## src/rtl/step_phase_decoder.sv

```systemverilog
// Receive-side stepper decoder: rebuilds signed position, direction and fault status from the coil drive lines.
// Optional stall watchdog is built only when STEP_PHASE_STALL_EN is defined.
module step_phase_decoder #(
  parameter int WIDTH         = 14,
  parameter int STABLE_CYCLES = 4,
  parameter int STALL_CYCLES  = 2000000
) (
  input  logic                    clk,
  input  logic                    reset,
  input  logic                    A1,
  input  logic                    B1,
  input  logic                    A2,
  input  logic                    B2,
  input  logic                    clear,
  input  logic                    load_target,
  input  logic signed [WIDTH-1:0] target,
  output logic signed [WIDTH-1:0] position,
  output logic                    dir,
  output logic                    step_pulse,
  output logic                    hit,
  output logic                    at_target,
  output logic                    error,
  output logic                    stall
);

  typedef enum logic [0:0] {
    NOREF = 1'b0,
    TRACK = 1'b1
  } state_t;

  localparam logic [7:0] STABLE_LIM = 8'(STABLE_CYCLES);

  logic [3:0]              meta_r, sync_r, cand_r, acc_pat_r;
  logic [7:0]              cnt_r;
  logic                    acc_valid_r;

  state_t                  state_r, state_nxt_s;
  logic [1:0]              last_phase_r, last_phase_nxt_s;
  logic signed [WIDTH-1:0] position_r, position_nxt_s;
  logic signed [WIDTH-1:0] target_q_r, target_nxt_s;
  logic                    dir_r, dir_nxt_s;
  logic                    error_r, error_nxt_s;
  logic                    step_pulse_r, step_s;
  logic                    hit_r, hit_nxt_s;
  logic                    at_target_r, at_target_nxt_s;

  logic [1:0]              phase_idx_s;
  logic                    is_phase_s, is_off_s;
  logic [1:0]              phase_diff_s;

  // Two-flop synchronizer for the asynchronous coil nibble {A1,B1,A2,B2}.
  always_ff @(posedge clk or posedge reset) begin
    if (reset) begin
      meta_r <= 4'b0000;
      sync_r <= 4'b0000;
    end else begin
      meta_r <= {A1, B1, A2, B2};
      sync_r <= meta_r;
    end
  end

  // Stability filter: a pattern is accepted once, after STABLE_CYCLES equal samples.
  always_ff @(posedge clk or posedge reset) begin
    if (reset) begin
      cand_r      <= 4'b0000;
      cnt_r       <= 8'd0;
      acc_valid_r <= 1'b0;
      acc_pat_r   <= 4'b0000;
    end else begin
      acc_valid_r <= 1'b0;
      if (sync_r != cand_r) begin
        cand_r <= sync_r;
        cnt_r  <= 8'd1;
        if (STABLE_LIM == 8'd1) begin
          acc_valid_r <= 1'b1;
          acc_pat_r   <= sync_r;
        end
      end else if (cnt_r < STABLE_LIM) begin
        cnt_r <= cnt_r + 8'd1;
        if (cnt_r + 8'd1 == STABLE_LIM) begin
          acc_valid_r <= 1'b1;
          acc_pat_r   <= cand_r;
        end
      end
    end
  end

  // Classify the accepted pattern into phase index, OFF or illegal.
  always_comb begin
    phase_idx_s = 2'd0;
    is_phase_s  = 1'b0;
    is_off_s    = 1'b0;
    case (acc_pat_r)
      4'b1100: begin phase_idx_s = 2'd0; is_phase_s = 1'b1; end
      4'b0110: begin phase_idx_s = 2'd1; is_phase_s = 1'b1; end
      4'b0011: begin phase_idx_s = 2'd2; is_phase_s = 1'b1; end
      4'b1001: begin phase_idx_s = 2'd3; is_phase_s = 1'b1; end
      4'b0000: begin is_off_s = 1'b1; end
      default: begin is_phase_s = 1'b0; end
    endcase
  end

  // Modulo-4 distance: 1 = next phase, 3 = previous phase, 2 = opposite phase.
  assign phase_diff_s = phase_idx_s - last_phase_r;

  // Tracker next-state and output logic; clear overrides any step in the same cycle.
  always_comb begin
    state_nxt_s      = state_r;
    last_phase_nxt_s = last_phase_r;
    position_nxt_s   = position_r;
    dir_nxt_s        = dir_r;
    error_nxt_s      = error_r;
    step_s           = 1'b0;
    if (clear) begin
      state_nxt_s      = NOREF;
      last_phase_nxt_s = 2'd0;
      position_nxt_s   = '0;
      dir_nxt_s        = 1'b0;
      error_nxt_s      = 1'b0;
    end else if (acc_valid_r) begin
      if (!is_phase_s && !is_off_s) begin
        error_nxt_s = 1'b1;
      end else if (is_off_s) begin
        state_nxt_s = state_r;
      end else if (state_r == NOREF) begin
        state_nxt_s      = TRACK;
        last_phase_nxt_s = phase_idx_s;
      end else begin
        case (phase_diff_s)
          2'd1: begin
            position_nxt_s   = position_r + WIDTH'(1);
            dir_nxt_s        = 1'b1;
            step_s           = 1'b1;
            last_phase_nxt_s = phase_idx_s;
          end
          2'd3: begin
            position_nxt_s   = position_r - WIDTH'(1);
            dir_nxt_s        = 1'b0;
            step_s           = 1'b1;
            last_phase_nxt_s = phase_idx_s;
          end
          2'd2: begin
            error_nxt_s      = 1'b1;
            last_phase_nxt_s = phase_idx_s;
          end
          default: begin
            last_phase_nxt_s = last_phase_r;
          end
        endcase
      end
    end else begin
      step_s = 1'b0;
    end
  end

  assign target_nxt_s    = load_target ? target : target_q_r;
  assign at_target_nxt_s = (position_nxt_s == target_nxt_s);
  // Only a step can raise hit; equality created by load_target or clear stays silent.
  assign hit_nxt_s       = step_s & at_target_nxt_s & ~at_target_r;

  // Tracker state and registered outputs.
  always_ff @(posedge clk or posedge reset) begin
    if (reset) begin
      state_r      <= NOREF;
      last_phase_r <= 2'd0;
      position_r   <= '0;
      target_q_r   <= '0;
      dir_r        <= 1'b0;
      error_r      <= 1'b0;
      step_pulse_r <= 1'b0;
      hit_r        <= 1'b0;
      at_target_r  <= 1'b1;
    end else begin
      state_r      <= state_nxt_s;
      last_phase_r <= last_phase_nxt_s;
      position_r   <= position_nxt_s;
      target_q_r   <= target_nxt_s;
      dir_r        <= dir_nxt_s;
      error_r      <= error_nxt_s;
      step_pulse_r <= step_s;
      hit_r        <= hit_nxt_s;
      at_target_r  <= at_target_nxt_s;
    end
  end

`ifdef STEP_PHASE_STALL_EN
  localparam logic [31:0] STALL_LIM = 32'(STALL_CYCLES);

  logic [31:0] stall_cnt_r;
  logic        stall_r;
  logic        stall_run_s;

  assign stall_run_s = (state_r == TRACK) && (acc_pat_r != 4'b0000) && !at_target_r;

  // Watchdog: counts while energized and off target; flag holds until a step or clear.
  always_ff @(posedge clk or posedge reset) begin
    if (reset) begin
      stall_cnt_r <= 32'd0;
      stall_r     <= 1'b0;
    end else begin
      if (clear || step_s || !stall_run_s) begin
        stall_cnt_r <= 32'd0;
      end else if (stall_cnt_r != STALL_LIM) begin
        stall_cnt_r <= stall_cnt_r + 32'd1;
      end
      if (clear || step_s) begin
        stall_r <= 1'b0;
      end else if (stall_run_s && (stall_cnt_r + 32'd1 == STALL_LIM)) begin
        stall_r <= 1'b1;
      end
    end
  end

  assign stall = stall_r;
`else
  assign stall = 1'b0;
`endif

  assign position   = position_r;
  assign dir        = dir_r;
  assign step_pulse = step_pulse_r;
  assign hit        = hit_r;
  assign at_target  = at_target_r;
  assign error      = error_r;

endmodule

```

## config.mk

```make
export PLATFORM = sky130hd
export DESIGN_NAME = step_phase_decoder
export DESIGN_NICKNAME = d
export VERILOG_FILES = /design/src/rtl/step_phase_decoder.sv
export SDC_FILE = /design/constraint.sdc
export NUM_CORES = 1
export LEC_CHECK = 0
export ABC_AREA = 1
export CAP_MARGIN = 5
export CORE_MARGIN = 10
export CORE_UTILIZATION = 51
export DETAILED_ROUTE_END_ITERATION = 6
export PLACE_DENSITY = 0.76
export SETUP_SLACK_MARGIN = 0.3
export SKIP_LAST_GASP = 1
export SYNTH_ARGS = -nofsm -noshare
export SYNTH_HDL_FRONTEND = slang
export SYNTH_SLANG_ARGS = --single-unit
export TNS_END_PERCENT = 20
```

## constraint.sdc

```tcl
create_clock -name clk -period 3.24 [get_ports clk]
set_input_delay 0.648 -clock clk [delete_from_list [all_inputs] [get_ports clk]]
set_output_delay 0.648 -clock clk [all_outputs]
set_load 0.01 [all_outputs]
```

==> results of run 1 <==
==> synth_stat cells, drive strengths merged <==
master	count
a21boi	1
a21oi	7
a22o	1
buf	9
clkbuf	8
clkinv	1
conb	1
dfrtp	60
dfstp	1
ha	4
inv	88
mux2	2
nand2	156
nand3	49
nand3b	3
nand4	16
nor2	43
nor3	2
nor4	1
o211ai	4
o21ai	32
o22ai	1
o41ai	9
or2	1
xnor2	1
xor2	6
==> final timing paths <==
check / from / to / cells past startpoint
hold / removal: meta_r[2] / sync_r[2] / 0
min in group asynchronous: reset / meta_r[3] / 2
setup reg to reg: acc_pat_r[3] / hit / 27
setup / recovery: acc_pat_r[3] / hit / 27
hold reg to reg: meta_r[2] / sync_r[2] / 0
max in group asynchronous: reset / at_target / 3
==> worst max-delay path, stage by stage (launching register included) <==
cell and delay (ns):
dfrtp_1 0.43, inv_2 0.08, nor2_4 0.12, nand2_2 0.07
nand2_2 0.08, inv_2 0.04, ha_4 0.15, inv_2 0.04
nand2_2 0.05, nand2_4 0.07, inv_2 0.04, nand2_4 0.09
nand3_4 0.11, buf_12 0.16, nand2_1 0.07, nand2_2 0.11
nor2_2 0.15, nand2_2 0.09, nand3b_1 0.20, nand3_2 0.10
nand3_2 0.11, nand2_2 0.12, nand2_1 0.05, nand2_1 0.05
nand2_1 0.06, nor2_2 0.11, nand3_2 0.09, nor2_2 0.09
==> metal layers <==
metal | wire, um | vias to the layer above
li1 | - | 1721
met1 | 4224 | 1647
met2 | 4611 | 144
met3 | 718 | 19
met4 | 159 | 0
met5 | 0 | -
==> what timing repair did <==
item | 4_1_cts | 5_1_grt
gates cloned | 0 | 1
pin swaps | 24 | 31
setup endpoints to repair | 2 | 4
gates resized for setup | 31 | 37
buffers inserted | 7 | 7
==> where the power goes <==
group          total (W)  internal [W]  switching [W]
Sequential      0.000806      0.000792      0.0000145
Combinational   0.000139     0.0000582      0.0000812
Clock           0.000651      0.000356       0.000294
==> stage by stage <==
| stage | cell area, um2 | total power, W | worst slack [ns] | hold WS, ns |
|---|---|---|---|---|
| floorplan | 3667 | 0.0009010 | 0.3449 | 0.3312 |
| global placement | 4175 | 0.0009493 | 0.1499 | 0.3334 |
| detailed placement | 4175 | 0.0009560 | -0.01485 | 0.3347 |
| CTS | 4498 | 0.001608 | 0.2379 | 0.3536 |
| global route | 4696 | 0.001660 | -0.06015 | 0.3631 |
| finish | 4696 | 0.001596 | 0.1989 | 0.3509 |
==> state kept, by name (all words and copies together), names as in the netlist <==
register,count
last_phase_r,2
cand_r,4
meta_r,4
sync_r,4
position,14
dir,1
cnt_r,8
step_pulse,1
acc_pat_r,4
target_q_r,14
hit,1
error,1
state_r,1
at_target,1
acc_valid_r,1
==> area by class of cell <==
type | count | area share
clock inverters | 5 | 0.01306
multi-input cells | 340 | 0.4018
well taps | 96 | 0.02558
repair buffers | 64 | 0.1343
flip-flops and latches | 61 | 0.3253
clock buffers | 11 | 0.02798
inverters | 89 | 0.07194
==> kinds of logic (layout without fill, tap and decap cells) <==
logic type               Yosys count  count (layout)  share of synthesized area
other                              1               1                   0.001023
buffers and inverters            106             169                     0.1198
XOR/XNOR                           7               7                    0.01672
flip-flops                        61              61                     0.4167
adder cells (fa/ha/maj)            4               4                    0.01365
multiplexers                       2               2                   0.006143
AND/OR/NAND/NOR                  271             271                     0.3369
AO/OA/AOI/OAI                     55              55                    0.08908
==> flow_metrics.env, run 1 <==
export IMPL_via_per_inst=5.302
export IMPL_synth_top_area_cell="dfrtp_1"
export IMPL_wl_per_cell_um=14.58
export IMPL_finalSetupTns_ns=0
export IMPL_clk_latency_ns=0.34
export IMPL_grt_busiest_layer="met2"
export IMPL_grt_overflow=0
export IMPL_cp_start_kind="flop"
export IMPL_status="complete, no violations"
export IMPL_dieArea_mm2=0.01098
export IMPL_timing_final_max_slew_violations=0
export IMPL_grtUsageMet2=0.2705
export IMPL_met3_usage=0.02764
export IMPL_peakVddDrop_uv=359.8
export IMPL_n_antenna_cell=0
export IMPL_powerDensity_mw_per_mm2=340.0
export IMPL_setup_viol=0
export IMPL_final_cell_mix="121 x nand2_1, 76 x inv_1, 60 x dfrtp_1"
export IMPL_synth_seq_cells=61
export IMPL_postRouteAntennaNets=0
export IMPL_cts_sinks=61
export IMPL_syn_nets=533
export IMPL_cts_tree="built"
export IMPL_core_mm2=0.006907
export IMPL_fmax_ghz=0.3288
export IMPL_io_buffers=40
export IMPL_worstPathRequired_ns=3.51
export IMPL_hold_path_class="reg -> reg"
export IMPL_power_leakage_nw=2.282
export IMPL_rsz0062_at_grt="yes"
export IMPL_dr_pass1_iters=5
export IMPL_hpwlAfterDp_um=6943
export IMPL_nNetsFinal=591
export IMPL_worst_path_max_fanout=8
export IMPL_initial_core_util=0.5308
export IMPL_worst_slew_pin_slew_ns=0.6393
export IMPL_r2r_setup_slack_ns=0.20
export IMPL_globalRouteMet1Util=0.2146
export IMPL_multiInputGateArea_mm2=0.001887
export IMPL_pin_count=42
export IMPL_drive_gt1_frac=0.2123
export IMPL_cp_end_kind="flop"
export IMPL_grt_pass1_wl_um=15580
export IMPL_hold_violations=0
export IMPL_area_growth_pct=28.09
export IMPL_track_usage=0.1679
export IMPL_path_class="reg -> reg"
export IMPL_syn_inst=507
export IMPL_dp_cells=635
export IMPL_finalCriticalPeriod_ns=3.041
export IMPL_cts_hold_buffers_added=0
export IMPL_die_y_um=104.8
export IMPL_first_global_vias=3347
export IMPL_synth_cell_types=37
export IMPL_slew_headroom=0.5732
export IMPL_cp_arrival_ns=3.31
export IMPL_final_cells=666
export IMPL_clkTransAtPathRegs_ns=0.07
export IMPL_routed_wl_um=9713
export IMPL_clock_path_buffers=2
export IMPL_mostFrequentLayoutCell="nand2_1"
export IMPL_root_buffer="clkbuf_8"
export IMPL_drt_initial_drc_count=211
export IMPL_avgSynthCellArea_um2=7.231
export IMPL_htree_levels=3
export IMPL_fillers=590
export IMPL_ys_seq_area_frac=0.4167
export IMPL_synthesis_area_mm2=0.003666
export IMPL_numCtsBuffers=9
export IMPL_dr_total_vias=3531
export IMPL_rows=30
export IMPL_die_w_um=104.8
export IMPL_antenna_found_initial=0
export IMPL_synth_top_cells_by_area="dfrtp_1 41%, nand2_1 15%, inv_1 8.8%, nand3_1 6.0%, nor2_1 3.8%"
export IMPL_seq_area_mm2=0.001528
export IMPL_skew_ns=0.009053
export IMPL_yosys_warnings=0
export IMPL_globalplace_congestion=0.9120
export IMPL_final_util=0.6799
export IMPL_drv_cap=0
export IMPL_grt_max_degree=33
export IMPL_period_share=0.9386
export IMPL_netlist_area_leader_share=0.4096
export IMPL_drc=0
No activity file was read; power rests on OpenSTA's default activity.
==> run 2, diff against run 1 <==
- PLACE_DENSITY: 0.76 -> 0.87
- REMOVE_ABC_BUFFERS: not set -> 1
==> run 2 against run 1 <==
Cell count increased by 1.2%. Non-clock buffer count increased by 8. Clock-buffer cell count decreased by 2. Critical path depth increased by 3. Maximum frequency decreased by 4.8%. Setup slack got worse by 0.15 ns. Sequential cell count unchanged.
==> flow_metrics.env, run 2 (synthesis gave the netlist of run 1 again) <==
export IMPL_first_global_vias=3531
export IMPL_dr_total_vias=3754
export IMPL_crit_cells=30
export IMPL_cp_arrival_ns=3.49
export IMPL_nNetsFinal=599
export IMPL_pin_count=42
export IMPL_routed_wl_um=10780
export IMPL_dr_pass1_iters=7
export IMPL_fmax_ghz=0.3130
export IMPL_finalCriticalPeriod_ns=3.195
export IMPL_worstPathRequired_ns=3.53
export IMPL_globalplace_congestion=0.9653
export IMPL_critPathBufInv=6
export IMPL_path_class="reg -> reg"
export IMPL_postRouteAntennaNets=0
export IMPL_track_usage=0.1819
export IMPL_powerDensity_mw_per_mm2=338.0
export IMPL_numCtsBuffers=9
export IMPL_skew_ns=0.01500
export IMPL_clk_latency_ns=0.37
export IMPL_cp_start_kind="flop"
export IMPL_fin_area_mm2=0.004696
export IMPL_rsz0062_at_grt="yes"
export IMPL_path_common_cell="inv_2"
export IMPL_via_per_inst=5.570
export IMPL_fillers=540
export IMPL_setup_viol=0
export IMPL_placed_area_mm2=0.004194
export IMPL_hpwlAfterDp_um=6992
export IMPL_io_buffers=40
export IMPL_drive_gt1_frac=0.2180
export IMPL_grt_overflow=0
export IMPL_clock_path_buffers=2
export IMPL_power_leakage_nw=2.302
export IMPL_final_util=0.6799
export IMPL_finalSetupTns_ns=0
export IMPL_die_y_um=104.8
export IMPL_drc=0
export IMPL_wl_per_cell_um=16.00
export IMPL_cpPeakStageDelay_ns=0.44
export IMPL_cts_tree="built"
export IMPL_worst_path_max_fanout=6
export IMPL_crit_family="simple AND/OR/NAND/NOR gates"
export IMPL_status="complete, no violations"
export IMPL_cp_end_kind="flop"
export IMPL_peakVddDrop_uv=261.8
export IMPL_mostFrequentLayoutCell="nand2_1"
export IMPL_initial_core_util=0.5308
export IMPL_timing_final_max_slew_violations=0
export IMPL_hold_path_class="reg -> reg"
export IMPL_grt_pass1_wl_um=16590
export IMPL_cts_sinks=61
export IMPL_slowest_stage="dfrtp_1"
export IMPL_drv_cap=0
export IMPL_timing_hold_ws_ns=0.3526
export IMPL_n_antenna_cell=0
export IMPL_dieArea_mm2=0.01098
export IMPL_period_share=0.9861
export IMPL_rows=30
export IMPL_htree_levels=3
export IMPL_final_cell_mix="125 x nand2_1, 76 x inv_1, 59 x dfrtp_1"
export IMPL_worst_slew_pin_slew_ns=0.7646
export IMPL_drt_initial_drc_count=536
export IMPL_rr_worst_depth=30
export IMPL_root_buffer="clkbuf_8"
export IMPL_core_mm2=0.006907
export IMPL_grt_max_degree=62
export IMPL_whs_path_depth=0
export IMPL_cts_hold_buffers_added=0
export IMPL_slew_headroom=0.4903
export IMPL_antenna_found_initial=0
export IMPL_hold_violations=0
export IMPL_die_w_um=104.8
export IMPL_area_growth_pct=28.09
export IMPL_clkTransAtPathRegs_ns=0.08
## run 2: cell types whose count changed in the layout (fill, tap and decap cells not counted), sizes merged
cell / previous run / this run
buf: 23 / 32
clkinvlp: 3 / 2
inv: 88 / 90
bufinv: 1 / 0
clkbuf: 12 / 9
clkinv: 2 / 4
## run 2: where the power goes
| part | switching, W | internal (W) | total [W] | leakage [nW] |
|---|---|---|---|---|
| clock | 0.000353 | 0.000289 | 0.000641 | 0.0921 |
| sequential | 0.0000135 | 0.000791 | 0.000804 | 0.777 |
| combinational | 0.0000832 | 0.0000581 | 0.000141 | 1.43 |
## run 2: metal layers
layer	share of wire	up-vias	GRT usage	wire [um]
met4	0.042	0	0.08824	456
met1	0.39	1715	0.2164	4195
met2	0.48	238	0.2985	5121
met3	0.093	62	0.04730	1008
li1	-	1739	-	-
met5	0	-	0	0
## run 2: final timing paths
| kind | startpoint | endpoint | slack [ns] |
|---|---|---|---|
| max in group asynchronous | reset | acc_pat_r[3] | 1.87 |
| max | acc_pat_r[2] | hit | 0.05 |
| min | meta_r[3] | sync_r[3] | 0.35 |
| min reg2reg | meta_r[3] | sync_r[3] | 0.35 |
| max reg2reg | acc_pat_r[2] | hit | 0.05 |
| min in group asynchronous | reset | meta_r[2] | 0.79 |
## run 2: final cells by class
class,instances,area (um2),share of cell area
tap,96,120.1,0.02558
clock inverter,7,58.81,0.01252
timing repair buffer,72,644.4,0.1372
multi-input combinational,340,1881,0.4005
clock buffer,9,123.9,0.02638
inverter,89,339.1,0.07221
sequential,61,1529,0.3256
## run 2: metrics by stage
stage               worst slack (ns)  total power (W)  cells
finish                       0.04513         0.001587    674
global route                 -0.2081         0.001651    674
CTS                           0.1490         0.001580    671
detailed placement           -0.1454        0.0009529    641
global placement             0.08359        0.0009475    641
floorplan                   -0.02754        0.0008950    490
## run 2: what timing repair did
item                       4_1_cts  5_1_grt
hold endpoints to repair         0        0
setup endpoints to repair        3        5
setup buffers                   14        3
gates resized for setup         23       41
pin swaps                       21       20
cloned                           0        0
## run 2: worst register-to-register path, delay by kind of cell (launching register included)
kind	cells	cell delay, ns
AO/OA/AOI/OAI	1	0.13
AND/OR/NAND/NOR	21	1.88
flip-flops	1	0.44
adder cells (fa/ha/maj)	2	0.32
buffers and inverters	6	0.36
==> run 3, diff against run 2 <==
- CAP_MARGIN: 5 -> 20
- MAX_ROUTING_LAYER: not set -> met4
==> run 3 against run 2 <==
Clock-buffer cell count stayed put. Setup slack better by 0.10 ns. Wire length is 1.5% higher. Global-route usage is 1.2 points higher. Power is 2.0% higher. Sequential power hardly changed. Maximum frequency is 3.4% higher. Via count is 0.48% higher.
==> flow_metrics.env, run 3 (synthesis gave the netlist of run 1 again) <==
export IMPL_status="complete, no violations"
export IMPL_peakVddDrop_uv=411.2
export IMPL_reg2reg_from="acc_pat_r[3]"
export IMPL_rsz0062_at_grt="yes"
export IMPL_track_usage=0.1938
export IMPL_die_w_um=104.8
export IMPL_via_per_inst=5.531
export IMPL_nNetsFinal=607
export IMPL_clock_path_buffers=2
export IMPL_drive_gt1_frac=0.2543
export IMPL_cp_arrival_ns=3.39
export IMPL_grt_max_degree=62
export IMPL_cp_start_kind="flop"
export IMPL_initial_core_util=0.5308
export IMPL_cts_sinks=61
export IMPL_path_common_cell="nand2_1"
export IMPL_dr_pass1_iters=5
export IMPL_hold_end="sync_r[3]"
export IMPL_cts_tree="built"
export IMPL_hpwlAfterDp_um=7058
export IMPL_worst_path_max_fanout=5
export IMPL_p_seq_frac=0.497
export IMPL_rows=30
export IMPL_core_mm2=0.006907
export IMPL_worst_slew_pin_slew_ns=0.7636
export IMPL_min_from="meta_r[3]"
export IMPL_drt_initial_drc_count=515
export IMPL_setup_viol=0
export IMPL_hold_path_class="reg -> reg"
export IMPL_final_cell_mix="121 x nand2_1, 74 x inv_1, 58 x dfrtp_1"
export IMPL_power_switching_share=0.2924
export IMPL_whs_path_depth=0
export IMPL_first_global_vias=3637
export IMPL_n_antenna_cell=0
export IMPL_dieArea_mm2=0.01098
export IMPL_root_buffer="clkbuf_8"
export IMPL_numCtsBuffers=9
export IMPL_worstPathRequired_ns=3.54
export IMPL_rr_worst_depth=31
export IMPL_path_class="reg -> reg"
export IMPL_wl_per_cell_um=16.05
export IMPL_globalplace_congestion=0.9967
export IMPL_placed_area_mm2=0.004222
export IMPL_antenna_found_initial=0
export IMPL_dr_total_vias=3772
export IMPL_cts_hold_buffers_added=0
export IMPL_fin_area_mm2=0.004847
export IMPL_period_share=0.9539
export IMPL_r2r_setup_slack_ns=0.15
export IMPL_powerDensity_mw_per_mm2=334.0
export IMPL_pin_count=42
export IMPL_cp_end_kind="flop"
export IMPL_area_growth_pct=32.22
export IMPL_io_buffers=40
export IMPL_grt_overflow=0
export IMPL_routed_wl_um=10950
export IMPL_grt_pass1_wl_um=17220
export IMPL_hold_violations=0
export IMPL_drv_cap=0
export IMPL_clockPowerShare=0.412
export IMPL_slew_headroom=0.4909
export IMPL_die_y_um=104.8
export IMPL_mostFrequentLayoutCell="nand2_1"
export IMPL_clk_latency_ns=0.36
export IMPL_timing_rr_end="hit"
export IMPL_power_leakage_nw=2.361
export IMPL_netSwitchingPower_w=0.0004734
export IMPL_finalCriticalPeriod_ns=3.091
export IMPL_slowest_stage="dfrtp_2"
export IMPL_drc=0
export IMPL_fmax_ghz=0.3236
export IMPL_timing_final_max_slew_violations=0
export IMPL_htree_levels=3
export IMPL_pwr_share_comb=0.091
export IMPL_clkTransAtPathRegs_ns=0.08
export IMPL_cpPeakStageDelay_ns=0.43
export IMPL_skew_ns=0.01331
export IMPL_power_internal_w=0.001145
export IMPL_timing_hold_ws_ns=0.3542
export IMPL_postRouteAntennaNets=0
## run 3: cell types whose count changed in the layout (fill, tap and decap cells not counted), sizes merged
cell / previous run / this run
buf: 32 / 40
clkinv: 4 / 3
inv: 90 / 91
## run 3: area by class of cell
type | count | area (um2)
flip-flops and latches | 61 | 1530
inverters | 89 | 344.1
clock inverters | 7 | 65.06
multi-input cells | 340 | 1931
repair buffers | 80 | 733.2
clock buffers | 9 | 123.9
fillers | 529 | 2059
well taps | 96 | 120.1
## run 3: timing repair
action	4_1_cts	5_1_grt
pin swaps	20	33
hold endpoints to repair	0	0
resized for setup	35	49
buffers inserted	16	7
endpoints found under the setup margin	3	5
## run 3: critical path: cells and delay by family (launching register included)
kind,cells,cell delay [ns]
AND/OR/NAND/NOR,22,1.84
flip-flops,1,0.43
buffers and inverters,7,0.43
adder cells (fa/ha/maj),2,0.31
## run 3: power groups by stage
stage	clock, W	sequential, W	combinational, W
final	0.000667	0.000805	0.000147
after global routing	0.000707	0.000809	0.000165
after CTS	0.000670	0.000805	0.000141
after detailed placement	0	0.000820	0.000137
after global placement	0	0.000817	0.000132
after floorplan	0	0.000816	0.0000791
## run 3: worst max path at each step
stage | from | end | slack (ns)
6_report | acc_pat_r[3] | hit | 0.15
3_3_place_gp | acc_pat_r[1] | hit | 0.09
3_5_place_dp | acc_pat_r[1] | hit | -0.03
5_1_grt | acc_pat_r[3] | hit | -0.07
4_1_cts | acc_pat_r[2] | hit | 0.20
2_1_floorplan | acc_pat_r[1] | hit | -0.03
## run 3: layer usage
metal | track usage | wire, um | part of all wire
met5 | - | 0 | 0
met4 | 0.07745 | 309 | 0.028
met3 | 0.04975 | 938 | 0.086
met2 | 0.3043 | 5335 | 0.49
met1 | 0.2324 | 4362 | 0.40
## run 3: through the flow
stage	worst slack, ns	total power [W]	utilization	TNS (ns)	instances
4_1_cts	0.2011	0.001615	0.6699	0	675
3_3_place_gp	0.09042	0.0009490	0.6112	0	643
3_5_place_dp	-0.02762	0.0009575	0.6112	-0.03043	643
5_1_grt	-0.07280	0.001681	0.7018	-0.1061	682
2_1_floorplan	-0.02754	0.0008950	-	-0.02897	490
6_report	0.1493	0.001619	0.7018	0	682
==> RTL change, RTL diff (settings of run 1) <==
Add a define of `STEP_PHASE_STALL_EN`.
--- a/src/rtl/step_phase_decoder.sv
+++ b/src/rtl/step_phase_decoder.sv
@@ -2,2 +2,4 @@
 // Optional stall watchdog is built only when STEP_PHASE_STALL_EN is defined.
+`define STEP_PHASE_STALL_EN
+
 module step_phase_decoder #(
Formal check against the unedited RTL: same outputs for any inputs over 10 cycles, from zero or initial values and one cycle with reset high; that may be too few to reach the edited logic, so the function may still have changed.
==> RTL change against run 1 <==
- clock power grew 8.9%
- area after synthesis grew 53%
- first-iteration DRC count increased by 26%
- die area rose by 42%
- worst hold slack gained 0.0081 ns
- clock skew rose by 0.0084 ns
- sequential cell count rose by 33
- power increased by 30%
- worst setup slack improved by 0.019 ns
- cell count rose by 45%
- routed wire length grew 46%
- cell area increased by 47%
- largest cell class unchanged
==> RTL change: results (changes against run 1) <==
- Largest cells by area after synthesis: dfrtp_1 (41%), nand2_1 (12%), inv_1 (7.7%)
- Worst-Margin Slew: 0.559 ns (-0.0806 ns)
- Synth top cells by count: nand2_1 (179), inv_1 (115), dfrtp_1 (93), nor2_1 (76), nand3_1 (50)
- IO buf count: 41 (+2.5%)
- Clk_lat worst skew: 0.38 ns (+0.04 ns)
- Status: complete, no violations
- # fillers: 901 (+53%)
- Synth async-reset ratio: 100% (unchanged)
- Largest net degree at the start of global routing: 47 (+42%)
- GRT Resource Usage Total: 17.9% (+1.1 points)
- Vias per cell: 5.31 (+0.17%)
- Pleak: 0.00322 uW (+41%)
- Crit path max fanout: 6 (-2)
- Max IR drop VDD: 0.234 mV (-35%)
- Final wirelength: 14200 um (+46%)
- Nets: 849 (+44%)
- R2R depth: 29 (+7.4%)
- Drt first-iter violations: 265 (+26%)
- DPL Wire Length: 10300 um (+49%)
- Critical path's largest stage delay: 0.40 ns (-0.03 ns)
- Seq/Total Area, Yosys: 41.9% (+0.24 points)
- Syn nets: 771 (+45%)
- R2R setup slack: 0.22 ns (+0.02 ns)
- Setup Skew: 0.0174 ns (+0.00838 ns)
- Vias in the first global route: 5167 (+54%)
- Synth cell types: 42 (+14%)
- Layout cells sized above 1: 20.6% (-0.62 points)
- Drt pass-1 iters: 6 (+1)
- First-pass GRT wire length: 24000 um (+54%)
## RTL change: final cells by class
class	count	area (um2)	area share [%]
Tap cell	140	175	2.55
Inverter	118	449	6.53
Timing Repair Buffer	86	785	11.4
Multi-Input combinational cell	511	2940	42.7
Clock inverter	4	32.5	0.473
Sequential cell	94	2350	34.2
Clock buffer	12	145	2.11
## RTL change: kinds of logic after synthesis
logic type,Yosys count,synth area share (%)
flops,94,41.9
compound gates,64,6.71
simple gates,411,35.4
fa+ha+maj,7,1.56
xor+xnor,29,4.66
buf+inv,137,9.80
## RTL change: through the flow
stage	util (%)	std cells	worst slack, ns	total power [uW]	hold WS [ns]
2_1_floorplan	-	742	0.327	1320	0.331
3_3_place_gp	58.1	924	0.143	1370	0.336
3_5_place_dp	58.1	924	0.00128	1380	0.343
4_1_cts	61.5	955	0.212	2090	0.362
5_1_grt	63.7	965	0.0136	2160	0.370
6_report	63.7	965	0.218	2070	0.359
## RTL change: worst min-delay path by stage
stage	startpoint	endpoint	slack [ns]	cells after the start
after detailed placement	meta_r[1]	sync_r[1]	0.34	0
after global placement	meta_r[3]	sync_r[3]	0.34	0
after global routing	meta_r[1]	sync_r[1]	0.37	0
after floorplan	meta_r[0]	sync_r[0]	0.33	0
after CTS	meta_r[0]	sync_r[0]	0.36	0
final	meta_r[0]	sync_r[0]	0.36	0
## RTL change: worst reg2reg max path, delay by kind of cell, from the launching register on
family / cells / cell delay, ns
adders and majority gates: 2 / 0.30
buffers and inverters: 7 / 0.51
and+or+nand+nor: 20 / 1.77
DFF: 1 / 0.40
## RTL change: timing repair
item	CTS	global route
setup buffers	15	10
gates resized for setup	26	43
setup endpoints to repair	2	18
pin swaps	21	29
endpoints found under the hold margin	0	0
## RTL change: report_power, final
part           total, uW  internal [uW]  switching (uW)
clock                709            303             406
sequential          1220           1200            16.8
combinational        143           58.2            84.8
## RTL change: metal layers
metal | vias up | track usage, % | routed length [um]
met1 | 2446 | 21.1 | 6030
met3 | 31 | 3.00 | 592
met5 | - | 0 | 0
met2 | 128 | 31.7 | 7260
li1 | 2520 | - | -
met4 | 0 | 6.84 | 327
